File: src/rtl/tl_fifo_arbiter_2to1_if.sv
// TileLink-UL A/D channel bundle. The master drives A and accepts D; the slave does the reverse.
interface tl_fifo_arbiter_2to1_if;
  logic         a_valid;
  logic         a_ready;
  logic [110:0] a_bits;   // {opcode[2:0], size[3:0], address[31:0], mask[7:0], data[63:0]}
  logic         d_valid;
  logic         d_ready;
  logic [72:0]  d_bits;   // {opcode[2:0], size[3:0], denied, corrupt, data[63:0]}

  modport master (
    output a_valid, a_bits, d_ready,
    input  a_ready, d_valid, d_bits
  );

  modport slave (
    input  a_valid, a_bits, d_ready,
    output a_ready, d_valid, d_bits
  );
endinterface

File: src/rtl/tl_fifo_arbiter_2to1.sv
// Two-client TileLink-UL arbiter onto one FIFO-ordered A/D port. Round-robin A grants are held
// for a whole burst, and D responses are returned to owners in grant order via an ownership FIFO.
module tl_fifo_arbiter_2to1 #(
  parameter int unsigned MAX_OUTSTANDING = 4,
  parameter int unsigned BEAT_LOG2       = 3
) (
  input  logic                          clock,
  input  logic                          reset,
  tl_fifo_arbiter_2to1_if.slave         in0,
  tl_fifo_arbiter_2to1_if.slave         in1,
  tl_fifo_arbiter_2to1_if.master        out,
  output logic                          err_unexpected_d
);

  localparam int unsigned PtrW = (MAX_OUTSTANDING > 1) ? $clog2(MAX_OUTSTANDING) : 1;
  localparam int unsigned CntW = 16 - BEAT_LOG2;
  localparam logic [CntW-1:0] One = CntW'(1);

  function automatic logic [CntW-1:0] beats_of(input logic burst_op, input logic [3:0] size);
    if (burst_op && (size > 4'(BEAT_LOG2))) return One << (size - 4'(BEAT_LOG2));
    return One;
  endfunction

  logic            lock_q, lock_id_q, prio_q;
  logic [CntW-1:0] a_left_q;
  logic            d_busy_q;
  logic [CntW-1:0] d_left_q;
  logic            fifo_q [MAX_OUTSTANDING];
  logic [PtrW-1:0] wr_ptr_q, rd_ptr_q;
  logic [PtrW:0]   count_q;
  logic            err_q;

  logic            sel, sel_valid, gate, full, empty, head;
  logic            a_fire, a_last, push, d_fire, d_last, pop;
  logic [2:0]      a_op;
  logic [CntW-1:0] a_beats, d_beats;

  always_comb begin
    if (lock_q) begin
      sel = lock_id_q;
    end else if (in0.a_valid && in1.a_valid) begin
      sel = prio_q;
    end else begin
      sel = in1.a_valid;
    end
  end

  assign full      = (count_q == (PtrW+1)'(MAX_OUTSTANDING));
  assign empty     = (count_q == '0);
  assign sel_valid = sel ? in1.a_valid : in0.a_valid;
  // Only a first beat needs a free ownership slot; pops this cycle do not count.
  assign gate      = !lock_q && full;

  assign out.a_valid = !reset && !gate && sel_valid;
  assign out.a_bits  = sel ? in1.a_bits : in0.a_bits;
  assign in0.a_ready = !reset && !gate && !sel && out.a_ready;
  assign in1.a_ready = !reset && !gate && sel && out.a_ready;

  assign a_fire  = out.a_valid && out.a_ready;
  assign a_op    = out.a_bits[110:108];
  assign a_beats = beats_of((a_op == 3'd0) || (a_op == 3'd1), out.a_bits[107:104]);
  assign a_last  = lock_q ? (a_left_q == One) : (a_beats == One);
  assign push    = a_fire && !lock_q;

  assign head        = fifo_q[rd_ptr_q];
  assign out.d_ready = !reset && !empty && (head ? in1.d_ready : in0.d_ready);
  assign in0.d_valid = !reset && !empty && !head && out.d_valid;
  assign in1.d_valid = !reset && !empty && head && out.d_valid;
  assign in0.d_bits  = out.d_bits;
  assign in1.d_bits  = out.d_bits;

  assign d_fire  = out.d_valid && out.d_ready;
  assign d_beats = beats_of(out.d_bits[72:70] == 3'd1, out.d_bits[69:66]);
  assign d_last  = d_busy_q ? (d_left_q == One) : (d_beats == One);
  assign pop     = d_fire && d_last;

  assign err_unexpected_d = err_q;

  always_ff @(posedge clock) begin
    if (push) fifo_q[wr_ptr_q] <= sel;
  end

  always_ff @(posedge clock) begin
    if (reset) begin
      lock_q    <= 1'b0;
      lock_id_q <= 1'b0;
      prio_q    <= 1'b0;
      a_left_q  <= '0;
      d_busy_q  <= 1'b0;
      d_left_q  <= '0;
      wr_ptr_q  <= '0;
      rd_ptr_q  <= '0;
      count_q   <= '0;
      err_q     <= 1'b0;
    end else begin
      if (a_fire) begin
        if (!lock_q) begin
          if (!a_last) begin
            lock_q    <= 1'b1;
            lock_id_q <= sel;
            a_left_q  <= a_beats - One;
          end
        end else begin
          a_left_q <= a_left_q - One;
          if (a_last) lock_q <= 1'b0;
        end
        if (a_last) prio_q <= !sel;
      end

      if (d_fire) begin
        if (!d_busy_q) begin
          if (!d_last) begin
            d_busy_q <= 1'b1;
            d_left_q <= d_beats - One;
          end
        end else begin
          d_left_q <= d_left_q - One;
          if (d_last) d_busy_q <= 1'b0;
        end
      end

      if (push) wr_ptr_q <= wr_ptr_q + PtrW'(1);
      if (pop)  rd_ptr_q <= rd_ptr_q + PtrW'(1);
      if (push && !pop) begin
        count_q <= count_q + (PtrW+1)'(1);
      end else if (pop && !push) begin
        count_q <= count_q - (PtrW+1)'(1);
      end

      if (out.d_valid && empty) err_q <= 1'b1;
    end
  end

endmodule

File: src/flat_wrapper.sv
// flat-port wrapper written by rule: the top's interface ports become plain ports
module tl_fifo_arbiter_2to1_flat 
#(
  parameter int unsigned MAX_OUTSTANDING = 4,
  parameter int unsigned BEAT_LOG2       = 3
)
  (clock, reset, err_unexpected_d, in0_a_valid, in0_a_bits, in0_d_ready, in0_a_ready, in0_d_valid, in0_d_bits, in1_a_valid, in1_a_bits, in1_d_ready, in1_a_ready, in1_d_valid, in1_d_bits, out_a_valid, out_a_bits, out_d_ready, out_a_ready, out_d_valid, out_d_bits);
  tl_fifo_arbiter_2to1_if in0_i ();
  tl_fifo_arbiter_2to1_if in1_i ();
  tl_fifo_arbiter_2to1_if out_i ();
  input  logic clock;
  input  logic reset;
  output logic err_unexpected_d;
  input wire logic [$bits(in0_i.a_valid)-1:0] in0_a_valid;
  input wire logic [$bits(in0_i.a_bits)-1:0] in0_a_bits;
  input wire logic [$bits(in0_i.d_ready)-1:0] in0_d_ready;
  output wire logic [$bits(in0_i.a_ready)-1:0] in0_a_ready;
  output wire logic [$bits(in0_i.d_valid)-1:0] in0_d_valid;
  output wire logic [$bits(in0_i.d_bits)-1:0] in0_d_bits;
  input wire logic [$bits(in1_i.a_valid)-1:0] in1_a_valid;
  input wire logic [$bits(in1_i.a_bits)-1:0] in1_a_bits;
  input wire logic [$bits(in1_i.d_ready)-1:0] in1_d_ready;
  output wire logic [$bits(in1_i.a_ready)-1:0] in1_a_ready;
  output wire logic [$bits(in1_i.d_valid)-1:0] in1_d_valid;
  output wire logic [$bits(in1_i.d_bits)-1:0] in1_d_bits;
  output wire logic [$bits(out_i.a_valid)-1:0] out_a_valid;
  output wire logic [$bits(out_i.a_bits)-1:0] out_a_bits;
  output wire logic [$bits(out_i.d_ready)-1:0] out_d_ready;
  input wire logic [$bits(out_i.a_ready)-1:0] out_a_ready;
  input wire logic [$bits(out_i.d_valid)-1:0] out_d_valid;
  input wire logic [$bits(out_i.d_bits)-1:0] out_d_bits;
  assign in0_i.a_valid = in0_a_valid;
  assign in0_i.a_bits = in0_a_bits;
  assign in0_i.d_ready = in0_d_ready;
  assign in0_a_ready = in0_i.a_ready;
  assign in0_d_valid = in0_i.d_valid;
  assign in0_d_bits = in0_i.d_bits;
  assign in1_i.a_valid = in1_a_valid;
  assign in1_i.a_bits = in1_a_bits;
  assign in1_i.d_ready = in1_d_ready;
  assign in1_a_ready = in1_i.a_ready;
  assign in1_d_valid = in1_i.d_valid;
  assign in1_d_bits = in1_i.d_bits;
  assign out_a_valid = out_i.a_valid;
  assign out_a_bits = out_i.a_bits;
  assign out_d_ready = out_i.d_ready;
  assign out_i.a_ready = out_a_ready;
  assign out_i.d_valid = out_d_valid;
  assign out_i.d_bits = out_d_bits;
  tl_fifo_arbiter_2to1 #(.MAX_OUTSTANDING(MAX_OUTSTANDING), .BEAT_LOG2(BEAT_LOG2)) u_core (.clock(clock), .reset(reset), .in0(in0_i), .in1(in1_i), .out(out_i), .err_unexpected_d(err_unexpected_d));
endmodule
File: config.mk
export PLATFORM = sky130hd
export DESIGN_NAME = tl_fifo_arbiter_2to1_flat
export DESIGN_NICKNAME = d
export VERILOG_FILES = /design/src/rtl/tl_fifo_arbiter_2to1_if.sv /design/src/rtl/tl_fifo_arbiter_2to1.sv /design/src/flat_wrapper.sv
export SDC_FILE = /design/constraint.sdc
export NUM_CORES = 1
export LEC_CHECK = 0
export CAP_MARGIN = 25
export CORE_AREA = 2 2 222 224
export DETAILED_ROUTE_END_ITERATION = 10
export DIE_AREA = 0 0 224 226
export PLACE_DENSITY_LB_ADDON = 0.3
export SLEW_MARGIN = 25
export SYNTH_ARGS = -nofsm -noshare
export SYNTH_HDL_FRONTEND = slang
export SYNTH_SLANG_ARGS = --single-unit
File: constraint.sdc
create_clock -name clock -period 4.5 [get_ports clock]
set_input_delay 1.35 -clock clock [delete_from_list [all_inputs] [get_ports clock]]
set_output_delay 1.35 -clock clock [all_outputs]
set_load 0.05 [all_outputs]
# ---- Word level (Yosys, flattened, before mapping)
# Memories as Yosys holds them, arrays and structs flattened. A register that Yosys moved wholly into a read port is not among the register bits.
# Cells that the tools add are included.
dict set report word_totals {
  ff_bits 38
  ramBits 4
  inputBits 303
  n_memories 1
  latchBits 0
  output_inout_bits 264
  romBits 0
  elab_cells 100
}
dict set report op_classes {
  reduce_logical 39
  n_mul 0
  bitwise_logic 2
  addsub 10
  magnitude_cmp 2
  mux 25
  n_div 0
  eq_ne 9
  shifts 2
}
# memory depth width rd rd_clocked_by_memory_dff write_ports line_no
set memory_table {}
lappend memory_table {u_core.fifo_q 4 1 1 1 1 tl_fifo_arbiter_2to1.sv:28} ;# logic fifo_q [MAX_OUTSTANDING];
# cell n
set ops {}
lappend ops {{two-way mux 111 bit} 1}
lappend ops {{two-way mux 13 bit} 8}
lappend ops {{== test 13 x 1 -> 1 bit, second input constant} 4}
lappend ops {{subtractor 13 x 1 -> 13 bit, second input constant} 4}
lappend ops {{<< shifter 1 x 4 -> 13 bit, first input constant} 2}
lappend ops {{logical AND 1 bit} 23}
lappend ops {{two-way mux 1 bit} 12}
lappend ops {{> comparator 4 x 2 -> 1 bit, second input constant} 2}
lappend ops {{zero test 1 bit} 8}
lappend ops {{subtractor 4 x 2 -> 4 bit, second input constant} 2}
lappend ops {{== test 3 x 1 -> 1 bit, second input constant} 2}
lappend ops {{zero test 3 bit} 2}
lappend ops {{two-way mux 3 bit} 2}
lappend ops {{AND reduction 2 bit} 3}
lappend ops {{adder 2 x 1 -> 2 bit, second input constant} 2}
lappend ops {{two-way mux 2 bit} 2}
lappend ops {{!= test 2 x 1 -> 1 bit, second input constant} 2}
lappend ops {{adder 3 x 1 -> 3 bit, second input constant} 1}
lappend ops {{== test 3 bit, second input constant} 1}
lappend ops {{AND reduction 3 bit} 1}
lappend ops {{subtractor 3 x 1 -> 3 bit, second input constant} 1}
lappend ops {{inverter 1 bit} 2}
lappend ops {{nonzero test 2 bit} 1}
lappend ops {{logical OR 1 bit} 1}

# ---- Longest topological paths before layout
# Gate-level depths: netlist of the first run.
dict set report depth {
  ltp_word 13
  depth_mapped 14
  ltp_nobuf 13
}

# ---- Worst setup path before layout of the first run
# OpenSTA, ideal clock, no wires.
dict set report synth_timing {
  path_type {input -> output}
  startpoint {input port in1_a_valid}
  endpoint {output port out_a_bits[107]}
  arrival_ns 3.206
  required_ns 3.150
  slack_ns -0.056
  stages 6
  cell_sequence {nor2b_1 -> a22oi_2 -> buf_2 -> clkbuf_1 -> buf_2 -> o21ai_0}
}
dict set report synth_between {
  elab_chain_len 4
}
# item line_no
set synth_rtl {}
lappend synth_rtl {{start, declared} flat_wrapper.sv:20} ;# input wire logic [$bits(in1_i.a_valid)-1:0] in1_a_valid;
lappend synth_rtl {{logical AND 1 bit} tl_fifo_arbiter_2to1.sv:41} ;# end else if (in0.a_valid && in1.a_valid) begin
lappend synth_rtl {{two-way mux 1 bit *} tl_fifo_arbiter_2to1.sv:41}
lappend synth_rtl {{two-way mux 1 bit *} tl_fifo_arbiter_2to1.sv:39} ;# if (lock_q) begin
lappend synth_rtl {{two-way mux 111 bit *} tl_fifo_arbiter_2to1.sv:55} ;# assign out.a_bits = sel ? in1.a_bits : in0.a_bits;
lappend synth_rtl {{end, declared} flat_wrapper.sv:27} ;# output wire logic [$bits(out_i.a_bits)-1:0] out_a_bits;
# Every way passes the cells marked *; elsewhere a longest branch is shown, timed or not.

# ---- Final worst setup path of the first run
dict set report layout_timing {
  startpoint {input port in1_a_valid}
  endpoint {output port out_a_bits[24]}
}
# The elaborated chain is that of the path after synthesis.

==> flow_summary.ini, run 1 <==
[die]
fp.dieW_um = 224
ios = 567
dieArea_mm2 = 0.0506
start_util_pct = 11.9
rows = 81
coreArea_mm2 = 0.0483
die_y_um = 226

[detailed_routing]
drc = 0
num_vias = 7074
first_iter_violations = 485
first_pass_iters = 4
routedWlPerCell_um = 20.0
viasPerCell = 3.96
wirelength_um = 35700
ant_nets = 0

[place]
hpwl_um = 31000
placed_cell_area_mm2 = 0.00985
place_ws_ns = -0.0663
gp_congestion = 0.823
port_buffers = 368

[synth]
ys_seq_area_share_pct = 16.1
synth-edff-count = 4
syn_avg_cell_area_um2 = 6.07
synth_top_area_cell = nand2_1
synthArstFlopShare_pct = 0
syn_area_mm2 = 0.00573
yosysUniqueCellTypes = 65
yosys_warnings = 0
netlist.area_leader.share_pct = 23.8
synth_seq_cells = 44
syn_inst = 944
synth_top_flop_cell = dfxtp_1
synthTopCellsByArea = nand2_1, buf_4, dfxtp_1, nor2_1, a21oi_1
synth_nets = 1261

[worst_setup_path]
path_max_fanout = 54
cp.required_ns = 3.15
worstReg2RegEnd = u_core.count_q[2]
rr_worst_depth = 10
crit_type = primary input to output pin
cp.arrival_ns = 3.08
start_kind = primary input
rrSetupSlack_ns = 1.50
critPathCaptureType = output pin
r2r-start = u_core.d_busy_q

[global_route]
antenna_found_initial = 13
grt-ovfl-total = 0
grtUsageTotal_pct = 13.1
grt_max_degree = 62
grt_pass1_wl_um = 47800
grt_pass1_vias = 6634

[timing]
setup_viol = 0
period_share_pct = 98.5
skew_ns = 0.00416
fin_hold_ws_ns = 0.475
hold_viol = 0
tns_ns = 0
relSlewSlack_pct = 37.9
fin_ws_ns = 0.0677
fin_crit_ns = 4.43
max_freq_mhz = 226
finalMaxSlewViolations = 0
grt_setup_unrepaired = no
worst_pin_slew_ns = 0.924

[final_layout]
regArea_um2 = 921
n_antenna_cell = 0
final_cell_area_mm2 = 0.0101
final_common_cell = nand2_1
drive_gt1_share_pct = 16.8
final_cell_mix = nand2_1, clkdlybuf4s50_1, buf_4
fillers = 5383
fin_nets = 1481
syn2layout_area_growth_pct = 76.4
multi_input_area_mm2 = 0.00347

[power_and_ir_drop]
power_frac_clock_pct = 17.7
power.internal_mw = 1.34
p_seq_share_pct = 17.7
switchingPower_mw = 1.09
netSwitchingFraction_pct = 44.8
peakVddDrop_uv = 139
leakagePower_nw = 4.28
power_density_mw_per_mm2 = 241
comb_power_share_pct = 64.6
finalPower_mw = 2.43

[clock_tree]
numCtsBuffers = 5
htreeDepth = 2
cts_buffer_depth = 2
cts_root_buf = clkbuf_16
cts_sinks = 44
clkLatencyLatePin_ns = 0.29
cts_tree = built
clk_pin_slew_ns = 0.07

[hold_path]
hold_class = flop to flop
hp-start = u_core.a_left_q[7]
whs_endpoint = u_core.a_left_q[7]
worstHoldPathCells = 2

[job]
max_cap_violations = 0

[status]
status = finished clean
==> stage by stage <==
step	util (%)	instances
2_1_floorplan	-	944
3_3_place_gp	20.4	1777
3_5_place_dp	20.4	1777
4_1_cts	20.8	1786
5_1_grt	20.9	1787
6_report	20.9	1787
==> worst max-delay path, stage by stage <==
cell             delay, ns
clkdlybuf4s50_1       0.45
nor2b_2               0.17
a22oi_2               0.15
buf_6                 0.15
buf_16                0.23
buf_12                0.18
nand2_1               0.07
nand2_1               0.11
buf_12                0.15
==> layer usage <==
metal | wire [um] | vias up | global-route usage [%] | part of all wire, %
met1 | 14000 | 3204 | 15.2 | 39
met5 | 301 | - | 2.25 | 0.84
met4 | 340 | 24 | 1.53 | 0.95
met2 | 16700 | 396 | 21.3 | 47
li1 | - | 3412 | - | -
met3 | 4390 | 38 | 7.55 | 12
==> synthesized netlist by cell type, drive strengths merged (4+ instances only) <==
| master | count |
|---|---|
| a211oi | 5 |
| a21oi | 36 |
| a31oi | 5 |
| a32o | 4 |
| and2 | 7 |
| and3 | 7 |
| buf | 158 |
| clkbuf | 41 |
| dfxtp | 40 |
| edfxtp | 4 |
| ha | 13 |
| inv | 16 |
| mux2i | 7 |
| nand2 | 364 |
| nand2b | 14 |
| nand3 | 10 |
| nand4 | 5 |
| nor2 | 49 |
| nor3 | 24 |
| nor3b | 6 |
| nor4 | 6 |
| o211ai | 6 |
| o21ai | 38 |
| o22ai | 4 |
| o31ai | 5 |
| or3 | 5 |
| xnor2 | 7 |
| xor2 | 5 |
==> final cells by class <==
type	instances	share of cell area (%)
timing repair buffer	412	46.6
multi-input combinational	685	34.3
sequential	44	9.10
tap	622	7.69
clock buffer	5	1.24
inverter	16	0.618
clock inverter	3	0.458
==> flip-flops by register name, summed over array words and instances, names as in the netlist, named ones only <==
register / count
u_core.prio_q: 1
u_core.d_left_q: 13
u_core.fifo_q: 4
u_core.lock_q: 1
u_core.rd_ptr_q: 2
u_core.lock_id_q: 1
u_core.wr_ptr_q: 2
u_core.err_unexpected_d: 1
u_core.a_left_q: 13
u_core.count_q: 3
u_core.d_busy_q: 1
==> repair_timing <==
item                                    CTS  global route
gates cloned                              0             1
hold endpoints to repair                  0             0
endpoints found under the setup margin   20            66
hold buffers                              0             0
resized for setup                         6            10
buffers inserted                          1             0
==> power by group through the flow <==
| stage | logic, mW | registers, mW | clock network (mW) |
|---|---|---|---|
| 6_report | 1.57 | 0.431 | 0.430 |
| 4_1_cts | 1.57 | 0.431 | 0.446 |
| 5_1_grt | 1.65 | 0.434 | 0.463 |
| 3_5_place_dp | 1.57 | 0.440 | 0 |
| 2_1_floorplan | 1.07 | 0.438 | 0 |
| 3_3_place_gp | 1.56 | 0.439 | 0 |
==> kinds of logic (layout without fill, tap and decap cells) <==
family | Yosys count | after routing | synth area share [%]
flip-flops | 44 | 44 | 16.1
XOR/XNOR | 12 | 12 | 1.83
buffers and inverters | 215 | 436 | 23.8
multiplexers | 10 | 10 | 2.01
adder cells (fa/ha/maj) | 14 | 14 | 3.19
AND/OR/NAND/NOR | 516 | 516 | 38.3
AO/OA/AOI/OAI | 133 | 133 | 14.9
==> how the worst max path moves through the flow <==
stage           startpoint             end  slack [ns]  cells past startpoint
3_3_place_gp   in1_a_valid  out_a_bits[34]       -0.08                      8
6_report       in1_a_valid  out_a_bits[24]        0.07                      9
4_1_cts        in1_a_valid   out_a_bits[1]      -0.003                      9
5_1_grt        in1_a_valid  out_a_bits[18]     0.00006                      9
3_5_place_dp   in1_a_valid  out_a_bits[48]       -0.07                      7
2_1_floorplan  in1_a_valid  out_a_bits[47]        0.08                      8
Note: power is estimated with default switching activity, not from simulation.
==> run 2, diff against run 1 <==
--- a/config.mk
+++ b/config.mk
@@ -6,9 +6,9 @@
 export NUM_CORES = 1
 export LEC_CHECK = 0
 export CAP_MARGIN = 25
-export CORE_AREA = 2 2 222 224
+export CORE_AREA = 2 2 221 223
 export DETAILED_ROUTE_END_ITERATION = 10
-export DIE_AREA = 0 0 224 226
+export DIE_AREA = 0 0 223 225
 export PLACE_DENSITY_LB_ADDON = 0.3
 export SLEW_MARGIN = 25
 export SYNTH_ARGS = -nofsm -noshare
==> constraint.sdc (replaced) <==
create_clock -name clock -period 5.4 [get_ports clock]
set_input_delay 1.62 -clock clock [delete_from_list [all_inputs] [get_ports clock]]
set_output_delay 1.62 -clock clock [all_outputs]
set_load 0.05 [all_outputs]
==> flow_summary.ini, run 2 (synthesis gave the netlist of run 1 again) <==
[status]
status = finished clean

[detailed_routing]
ant_nets = 0
drc = 0
num_vias = 7019
viasPerCell = 3.99
first_pass_iters = 5
wirelength_um = 35400
routedWlPerCell_um = 20.1
first_iter_violations = 464

[worst_setup_path]
r2r-start = u_core.prio_q
rr_worst_depth = 12
cp_slowest_cell = clkdlybuf4s50_1
rrSetupSlack_ns = 2.23
critPathCaptureType = output pin
start_kind = primary input
crit_top_cell = buf_12
cp_slowest_stage_delay_ns = 0.46
cp.required_ns = 3.78
cp.arrival_ns = 3.58
path_max_fanout = 46
worstPathCellList = clkdlybuf4s50_1 > nor2b_1 > a22oi_2 > buf_12 > buf_12 > nand2_1 > nand2_1 > buf_12
worstReg2RegEnd = u_core.a_left_q[12]
crit_type = primary input to output pin

[timing]
setup_viol = 0
tns_ns = 0
fin_hold_ws_ns = 0.465
grt_setup_unrepaired = no
skew_ns = 0.00578
fin_ws_ns = 0.198
worst_pin_slew_ns = 0.882
relSlewSlack_pct = 40.6
hold_viol = 0
max_freq_mhz = 192
finalMaxSlewViolations = 0
period_share_pct = 96.3
fin_crit_ns = 5.20

[die]
coreArea_mm2 = 0.0475
start_util_pct = 12.1
ios = 567
rows = 80
fp.dieW_um = 223
die_y_um = 225
dieArea_mm2 = 0.0502

[clock_tree]
cts-hold-fix-buffers = 0
cts_buffer_depth = 2
clkLatencyLatePin_ns = 0.29
numCtsBuffers = 5
cts_root_buf = clkbuf_16
clk_pin_slew_ns = 0.06
cts_setup_buffers = 0
cts_tree = built
cts_sinks = 44
cts_resized = 0
htreeDepth = 2

[place]
dp.cells = 1750
port_buffers = 368
placed_cell_area_mm2 = 0.00921
place_ws_ns = 0.158
gp_congestion = 0.889
hpwl_um = 30700

[hold_path]
worstHoldPathCells = 2
whs_endpoint = u_core.a_left_q[7]
hold_class = flop to flop
hp-start = u_core.a_left_q[7]

[final_layout]
final_common_cell = nand2_1
final_cell_area_mm2 = 0.00937
drive_gt1_share_pct = 13.9
final_cell_mix = nand2_1, clkdlybuf4s50_1, buf_4
reg_top3 = u_core.a_left_q (13), u_core.d_left_q (13), u_core.fifo_q (4)
stdcell_count = 1758
fin_nets = 1459
syn2layout_area_growth_pct = 63.5
n_antenna_cell = 0

[global_route]
grt_pass1_wl_um = 48900
antenna_found_initial = 5
grt-ovfl-total = 0
grt_max_degree = 49
grt_pass1_vias = 6790
grtUsageTotal_pct = 13.4

[power_and_ir_drop]
power_density_mw_per_mm2 = 202
leakagePower_nw = 3.96
peakVddDrop_uv = 89.8

[job]
max_cap_violations = 0
run 2: power breakdown:
part           internal (mW)  switching (mW)
logic                  0.457           0.733
registers              0.343          0.0151
clock network          0.218           0.130
run 2: per-layer routing:
metal / global-route usage [%] / vias up / routed length (um)
met5: 0 / - / 65
met2: 21.8 / 439 / 16400
met1: 15.6 / 3201 / 13900
met3: 8.16 / 15 / 4990
li1: - / 3356 / -
met4: 0.909 / 8 / 97
run 2: worst max-delay path, delay by kind of cell:
family | cells | cell delay, ns
AO/OA/AOI/OAI | 1 | 0.34
AND/OR/NAND/NOR | 3 | 0.42
buffers and inverters | 4 | 1.17
run 2: cell type report:
| type | count | area [um2] |
|---|---|---|
| Clock buffer | 6 | 129 |
| Clock inverter | 2 | 35.0 |
| Fill cell | 5356 | 38200 |
| Inverter | 16 | 62.6 |
| Multi-Input combinational cell | 685 | 3450 |
| Sequential cell | 44 | 921 |
| Tap cell | 615 | 769 |
| Timing Repair Buffer | 390 | 4010 |
run 2: worst max path at each step:
stage	start	to	slack, ns	cells after the start
2_1_floorplan	in1_a_valid	out_a_bits[107]	0.30	6
4_1_cts	in1_a_valid	out_a_bits[53]	0.15	8
6_report	in1_a_valid	out_a_bits[53]	0.20	8
3_3_place_gp	in1_a_valid	out_a_bits[53]	0.21	8
3_5_place_dp	in1_a_valid	out_a_bits[53]	0.16	8
5_1_grt	in1_a_valid	out_a_bits[53]	0.06	8
run 2: per-stage QoR:
| stage | util, % | total power, mW |
|---|---|---|
| global placement | 19.4 | 1.57 |
| floorplan | - | 1.26 |
| finish | 19.7 | 1.90 |
| detailed placement | 19.4 | 1.57 |
| CTS | 19.7 | 1.92 |
| global route | 19.7 | 1.99 |
